===== config.mk =====
export PLATFORM = sky130hd
export DESIGN_NAME = branch_update_queue
export DESIGN_NICKNAME = d
export VERILOG_FILES = /design/src/rtl/branch_update_queue.sv
export SDC_FILE = /design/constraint.sdc
export NUM_CORES = 1
export LEC_CHECK = 0
export CORE_MARGIN = 3
export CORE_UTILIZATION = 61
export DETAILED_ROUTE_END_ITERATION = 10
export PLACE_DENSITY = 0.84
export SLEW_MARGIN = 20
export SYNTH_ARGS = -nofsm -noshare
export SYNTH_HDL_FRONTEND = slang
export SYNTH_SLANG_ARGS = --single-unit

===== constraint.sdc =====
create_clock -name clk -period 9.2 [get_ports clk]
set_input_delay 0.92 -clock clk [delete_from_list [all_inputs] [get_ports clk]]
set_output_delay 0.92 -clock clk [all_outputs]
set_load 0.05 [all_outputs]

===== src/rtl/branch_update_queue.sv =====
// Branch update queue: holds in-flight predicted branches in allocation order,
// retires the oldest on resolve, and emits a registered predictor update plus a
// mispredict pulse one cycle later. A mispredict or flush squashes all entries.
module branch_update_queue #(
    parameter int PC_BITS  = 32,
    parameter int DEPTH    = 8,
    parameter int CNT_BITS = 16
) (
    input  logic                     clk,
    input  logic                     rst,
    input  logic                     alloc_valid,
    input  logic [PC_BITS-1:0]       alloc_pc,
    input  logic                     alloc_pred_taken,
    output logic                     alloc_ready,
    input  logic                     resolve_valid,
    input  logic                     resolve_taken,
    input  logic                     flush,
    output logic                     upd_wr_en,
    output logic [PC_BITS-1:0]       upd_orig_pc,
    output logic                     upd_is_taken,
    output logic                     mispredict,
    output logic [PC_BITS-1:0]       mispredict_pc,
    output logic [$clog2(DEPTH):0]   count,
    output logic [CNT_BITS-1:0]      mispredict_cnt
);

    localparam int PTR_W = $clog2(DEPTH);
    localparam int CNT_W = PTR_W + 1;

    // Saturating increment for the mispredict statistics counter.
    function automatic logic [CNT_BITS-1:0] sat_inc(input logic [CNT_BITS-1:0] v);
        return (&v) ? v : v + CNT_BITS'(1);
    endfunction

    // Pointer increment; DEPTH is a power of two so the natural wrap is DEPTH-1 -> 0.
    function automatic logic [PTR_W-1:0] ptr_inc(input logic [PTR_W-1:0] p);
        return p + PTR_W'(1);
    endfunction

    logic [PC_BITS-1:0] mem_pc   [DEPTH];
    logic               mem_pred [DEPTH];

    logic [PTR_W-1:0]   head;
    logic [PTR_W-1:0]   tail;

    // Stage p0: resolve decision taken against the current head entry.
    logic               res_vld_p0;
    logic               mis_p0;
    logic               alloc_fire;
    logic [PC_BITS-1:0] head_pc;
    logic               head_pred;

    // Stage p1: registered predictor update / mispredict outputs.
    logic               vld_p1;
    logic [PC_BITS-1:0] upd_pc_p1;
    logic               upd_taken_p1;
    logic               mis_vld_p1;
    logic [PC_BITS-1:0] mis_pc_p1;
    logic [CNT_BITS-1:0] mis_cnt;

    assign alloc_ready = (count < CNT_W'(DEPTH));
    assign head_pc     = mem_pc[head];
    assign head_pred   = mem_pred[head];

    // Resolve/allocate qualification for this cycle.
    always_comb begin
        res_vld_p0 = resolve_valid && (count != '0);
        mis_p0     = res_vld_p0 && (resolve_taken != head_pred);
        alloc_fire = alloc_valid && alloc_ready && !flush && !mis_p0;
    end

    // Entry storage; contents are never reset, validity comes from count.
    always_ff @(posedge clk) begin
        if (alloc_fire) begin
            mem_pc[tail]   <= alloc_pc;
            mem_pred[tail] <= alloc_pred_taken;
        end
    end

    // Queue pointers and occupancy; a mispredict or flush empties the queue.
    always_ff @(posedge clk) begin
        if (rst) begin
            head  <= '0;
            tail  <= '0;
            count <= '0;
        end else if (flush || mis_p0) begin
            head  <= '0;
            tail  <= '0;
            count <= '0;
        end else begin
            if (res_vld_p0) head <= ptr_inc(head);
            if (alloc_fire) tail <= ptr_inc(tail);
            case ({alloc_fire, res_vld_p0})
                2'b10:   count <= count + CNT_W'(1);
                2'b01:   count <= count - CNT_W'(1);
                default: count <= count;
            endcase
        end
    end

    // ---- p0 -> p1 stage boundary ----
    // Registered update strobe and mispredict report; payloads hold when not strobed.
    always_ff @(posedge clk) begin
        if (rst) begin
            vld_p1       <= 1'b0;
            upd_pc_p1    <= '0;
            upd_taken_p1 <= 1'b0;
            mis_vld_p1   <= 1'b0;
            mis_pc_p1    <= '0;
            mis_cnt      <= '0;
        end else begin
            vld_p1     <= res_vld_p0;
            mis_vld_p1 <= mis_p0;
            if (res_vld_p0) begin
                upd_pc_p1    <= head_pc;
                upd_taken_p1 <= resolve_taken;
            end
            if (mis_p0) begin
                mis_pc_p1 <= head_pc;
                mis_cnt   <= sat_inc(mis_cnt);
            end
        end
    end

    assign upd_wr_en      = vld_p1;
    assign upd_orig_pc    = upd_pc_p1;
    assign upd_is_taken   = upd_taken_p1;
    assign mispredict     = mis_vld_p1;
    assign mispredict_pc  = mis_pc_p1;
    assign mispredict_cnt = mis_cnt;

endmodule


## Word level (Yosys, flattened, before mapping)

Memories as Yosys holds them, arrays and structs flattened. A register that Yosys moved wholly into a read port is not among the register bits.
Cells that the tools add are included.

- Bits in writable memories: 264
- Memories kept: 2
- Input port bits: 39
- Register bits: 93

Memories:

| name | depth | width | read ports | clocked after memory_dff | write ports | RTL line | RTL |
|---|---|---|---|---|---|---|---|
| mem_pc | 8 | 32 | 1 | 1 | 1 | 40 | `logic [PC_BITS-1:0] mem_pc [DEPTH];` |
| mem_pred | 8 | 1 | 1 | 1 | 1 | 41 | `logic mem_pred [DEPTH];` |

- Bitwise gates (word level): 1
- Muxes and demuxes: 7
- Reductions and logical operators: 13
- Order comparisons: 1
- Add/subtract/negate cells: 5
- Equality and inequality tests: 3

Operators by type and width:

| cell | count |
|---|---|
| $add A16 B1 Y16 const B | 1 |
| $reduce_and A16 Y1 | 1 |
| $mux W3 | 4 |
| $pmux W4 S2 | 1 |
| $add A3 B1 Y3 const B | 2 |
| $logic_and A1 B1 Y1 | 5 |
| $add A4 B1 Y4 const B | 1 |
| $lt A4 B4 Y1 const B | 1 |
| $reduce_bool A4 Y1 | 1 |
| $sub A4 B1 Y4 const B | 1 |
| $eq A2 B1 Y1 const B | 1 |
| $eq A2 B2 Y1 const B | 1 |
| $logic_not A1 Y1 | 2 |
| $mux W1 | 2 |
| $reduce_and A2 Y1 | 1 |
| $reduce_bool A2 Y1 | 1 |
| $reduce_or A2 Y1 | 1 |
| $logic_or A1 B1 Y1 | 1 |
| $ne A1 B1 Y1 | 1 |
| $not A1 Y1 | 1 |

## Depth between registers and ports, before layout

- Depth after elaboration: 7
- Mapped depth: 15

## Worst setup path after synthesis

No wires, ideal clock.

- Kind: register to register
- From: register count[1]
- To: memory mem_pc[4][0], enable pin
- Stages on the path, launching flop included: 8
- Period minus slack after synthesis: 5,782 ps
- Data required time: 8,682 ps
- Data arrival time: 5,264 ps
- Setup time: 518 ps
- Slack: 3,418 ps
- Path buffers: 2
- Cell sequence: dfxtp_1 > clkbuf_1 > o41ai_4 > inv_2 > o21ai_2 > buf_2 > nand2_2 > nor4b_1

- Word-level cells in the longest chain between the ends: 7

Ends and longest elaborated chain:

| what | RTL line | RTL |
|---|---|---|
| start, declared | 23 | `output logic [$clog2(DEPTH):0] count,` |
| start signal, assigned | 94 | `2'b10: count <= count + CNT_W'(1);` |
| start signal, assigned | 95 | `2'b01: count <= count - CNT_W'(1);` |
| start signal, assigned | 96 | `default: count <= count;` |
| branches (longest 4 deep; another with $lt A4 B4 Y1) | - |  |
| $logic_and A1 B1 Y1 (*) | 69 | `alloc_fire = alloc_valid && alloc_ready && !flush && !mis_p0;` |
| $mux W1 (*) | 74 | `if (alloc_fire) begin` |
| $mux W1 (not written as such) (*) | 75 | `mem_pc[tail] <= alloc_pc;` |
| end, declared | 40 |  |

Every way passes the cells marked *.

## Worst setup path after layout

- From: input port resolve_valid
- To: register count[3]

- Word-level cells in the longest chain between the ends: 6

Ends and longest elaborated chain:

| what | RTL line | RTL |
|---|---|---|
| start, declared | 15 | `input logic resolve_valid,` |
| $logic_and A1 B1 Y1 (*) | 67 | `res_vld_p0 = resolve_valid && (count != '0);` |
| $logic_and A1 B1 Y1 | 68 | `mis_p0 = res_vld_p0 && (resolve_taken != head_pred);` |
| $logic_not A1 Y1 | 69 |  |
| $logic_and A1 B1 Y1 | 69 |  |
| $eq A2 B1 Y1 / $eq A2 B2 Y1 (equally long branches) | 93 | `case ({alloc_fire, res_vld_p0})` |
| $pmux W4 S2 / $reduce_bool A2 Y1 (equally long branches) | - |  |

Mark *: on every way between the ends. The rest lies on a longest branch, timed or not.
A chain may end at the register's enable or synchronous reset.

==> impl_metrics.json <==
{
  "end_kind": "flop",
  "fin_skew_ns": 0.0188,
  "drive_gt1_frac": 0.163,
  "clkSinkCount": 360,
  "antennaDiodeCount": 0,
  "holdWs_ns": 0.462,
  "leakagePower_nw": 5.19,
  "wirelength_um": 30500,
  "max_slew.worst_pin.slew_ns": 1.10,
  "cts_root_buf": "clkbuf_16",
  "yosys.area_share.simple": 0.0792,
  "synth_top_family_by_area": "multiplexers",
  "final.period_utilization": 0.458,
  "ctsResizeCount": 0,
  "gp_congestion": 0.763,
  "vias": 7966,
  "pwr_density_cell_nw_per_um2": 206,
  "wire_per_inst_um": 24.3,
  "core-area_um2": 21900,
  "cp.required_ns": 9.60,
  "cts_buffer_depth": 3,
  "hpwl_um": 16100,
  "drt-initial-drc-count": 885,
  "postCtsSetupBuffers": 0,
  "instances_no_fill": 1259,
  "synth_warnings": 0,
  "h-tree-depth": 2,
  "hold_path_class": "reg -> reg",
  "clkTransAtPathRegs_ns": 0.06,
  "port_buffers": 126,
  "area_growth_pct": 20.2,
  "cts_buffers": 37,
  "synth_area_per_cell_um2": 16.5,
  "ys_ff_latch": 360,
  "synthMuxAreaShare": 0.118,
  "postPlaceCellArea_um2": 15200,
  "synth_xor_area_frac": 0.00578,
  "synth_nets": 870,
  "setup_tns_ns": 0,
  "hold_buffers": 0,
  "avgViaCountPerCell": 6.33,
  "irDropWorstVdd_mv": 0.173,
  "synth_compound_gate_area_share": 0.0525,
  "finalMaxSlewViolations": 0,
  "cts_tree": "done",
  "ioPinCount": 127,
  "total_power_mw": 3.37,
  "synth_ff_type": "edfxtp_1",
  "r2r_cells": 13,
  "first_pass_iters": 7,
  "crit_type": "in -> reg",
  "grt_pass1_wl_um": 47700,
  "crit_path_start_kind": "input pin",
  "syn_area_um2": 13600,
  "antenna_found_initial": 1,
  "hold_depth": 2,
  "grt_max_degree": 103,
  "die_h_um": 156,
  "die_w_um": 156,
  "yosys-top-cells-area": "edfxtp_1, dfxtp_1, mux4_2, a211oi_1, nor2_1",
  "setup_viol": 0,
  "clock_latency_ns": 0.52,
  "grt-ovfl-total": 0,
  "grtUsageTotal": 0.257,
  "seq_area_frac_synth": 0.722,
  "max_slew_margin": 0.264,
  "ys_types": 50,
  "grt_setup_unrepaired": "no",
  "die_area_um2": 24200,
  "cp_max_fo": 42,
  "hold_viol": 0,
  "start_util": 0.623,
  "rows": 54,
  "async_flop_share": 0,
  "num-nets-final": 995,
  "min_period_ns": 4.21,
  "arrival_ns": 4.61,
  "synthAdderAreaFrac": 0.00550,
  "syn_inst": 825,
  "maxClockFrequency_mhz": 237,
  "maxCapViolCount": 0,
  "final_area_um2": 16400,
  "grt_pass1_vias": 8328,
  "yosys.area.top_type_share": 0.581,
  "yosysTopAreaCell": "edfxtp_1",
  "antenna_left": 0,
  "dp_cells": 1190,
  "synth_edf_count": 264,
  "drcViolationCount": 0,
  "status": "finished, final reports clean"
}
## synth_stat cells (2+ instances only)
cell type and instances:
a211oi_1 67, a21oi_1 8, a22oi_1 2, and3_1 4, buf_1 8, buf_2 13
clkbuf_1 33, dfxtp_1 96, edfxtp_1 264, ha_1 6, inv_1 2, mux2_2 6
mux2i_1 8, mux4_2 64, nand2_1 12, nand2b_1 2, nand3_1 10, nand4_1 5
nor2_1 81, nor2b_1 39, nor3_1 32, nor3b_1 4, nor4_1 8, nor4b_1 2
o21ai_0 10, or3_1 8, xnor2_1 3, xor2_1 6
## stage by stage
stage,utilization,worst slack (ns)
after global placement,0.694,4.64
final,0.749,4.99
after global routing,0.749,4.65
after floorplan,-,3.42
after CTS,0.748,5.05
after detailed placement,0.694,4.52
## layer usage
metal,vias to the layer above,track usage,part of all wire
li1,3486,-,-
met1,3944,0.348,0.38
met2,460,0.418,0.50
met3,74,0.0555,0.094
met4,2,0.101,0.031
met5,-,0,0.00043
## report_power, final
part / internal [mW] / switching [mW] / total [mW]
logic: 0.0579 / 0.107 / 0.165
clock network: 0.836 / 0.599 / 1.43
registers: 1.76 / 0.0111 / 1.77
total: 2.65 / 0.717 / 3.37
## cell usage in the layout, fill, tap and decap left out, types with 2 or more instances in the layout
cell,instances
a211oi_1,67
a21oi_1,8
a22oi_1,2
and3_1,4
buf_4,15
clkbuf_1,8
clkbuf_16,40
clkbuf_8,5
clkdlybuf4s50_1,125
clkinv_1,5
clkinv_2,7
dfxtp_1,93
dfxtp_4,2
edfxtp_1,264
ha_1,6
inv_1,2
inv_6,2
mux2_2,6
mux2i_1,8
mux4_2,64
nand2_1,12
nand2b_1,2
nand3_1,10
nand4_1,5
nor2_1,80
nor2b_1,39
nor3_1,30
nor3_2,2
nor3b_1,2
nor3b_2,2
nor4_1,7
nor4b_2,2
o21ai_0,10
or3_1,8
xnor2_1,3
xor2_1,6
## flip-flops by register name, summed over array words and instances (netlist names), named ones only
register        count
mem_pred            8
upd_wr_en           1
mispredict          1
mispredict_pc      32
head                3
upd_orig_pc        32
mem_pc            256
mispredict_cnt     16
tail                3
count               4
upd_is_taken        1
## worst paths after layout
path / start / end / slack (ns)
worst max-delay path: resolve_valid / count[3] / 4.99
worst min-delay path: upd_is_taken / upd_is_taken / 0.46
worst max register to register: flop / count[3] / 5.13
worst min register to register: upd_is_taken / upd_is_taken / 0.46
## kinds of logic after synthesis
family,Yosys count
adder cells (fa/ha/maj),6
AND/OR/NAND/NOR,215
XOR/XNOR,9
buffers and inverters,58
flip-flops,360
multiplexers,79
AO/OA/AOI/OAI,98
## cell type report
class	count	area, um2
clock inverter	15	80.1
inverter	3	11.3
tap	280	350
multi-input combinational	407	3610
sequential	360	9860
timing repair buffer	141	1390
fill	1245	5490
clock buffer	53	1100
## critical path, stage by stage
cell             delay, ns
clkdlybuf4s50_1       0.50
o41ai_4               0.08
buf_4                 0.30
inv_2                 0.80
o21ai_2               0.37
nand2_2               0.28
ha_1                  0.32
a21o_1                0.12
a22oi_1               0.05
nor2_1                0.10
a221oi_1              0.06
or3_1                 0.31
a2111oi_0             0.36
Power figures use the tool's default switching activity.
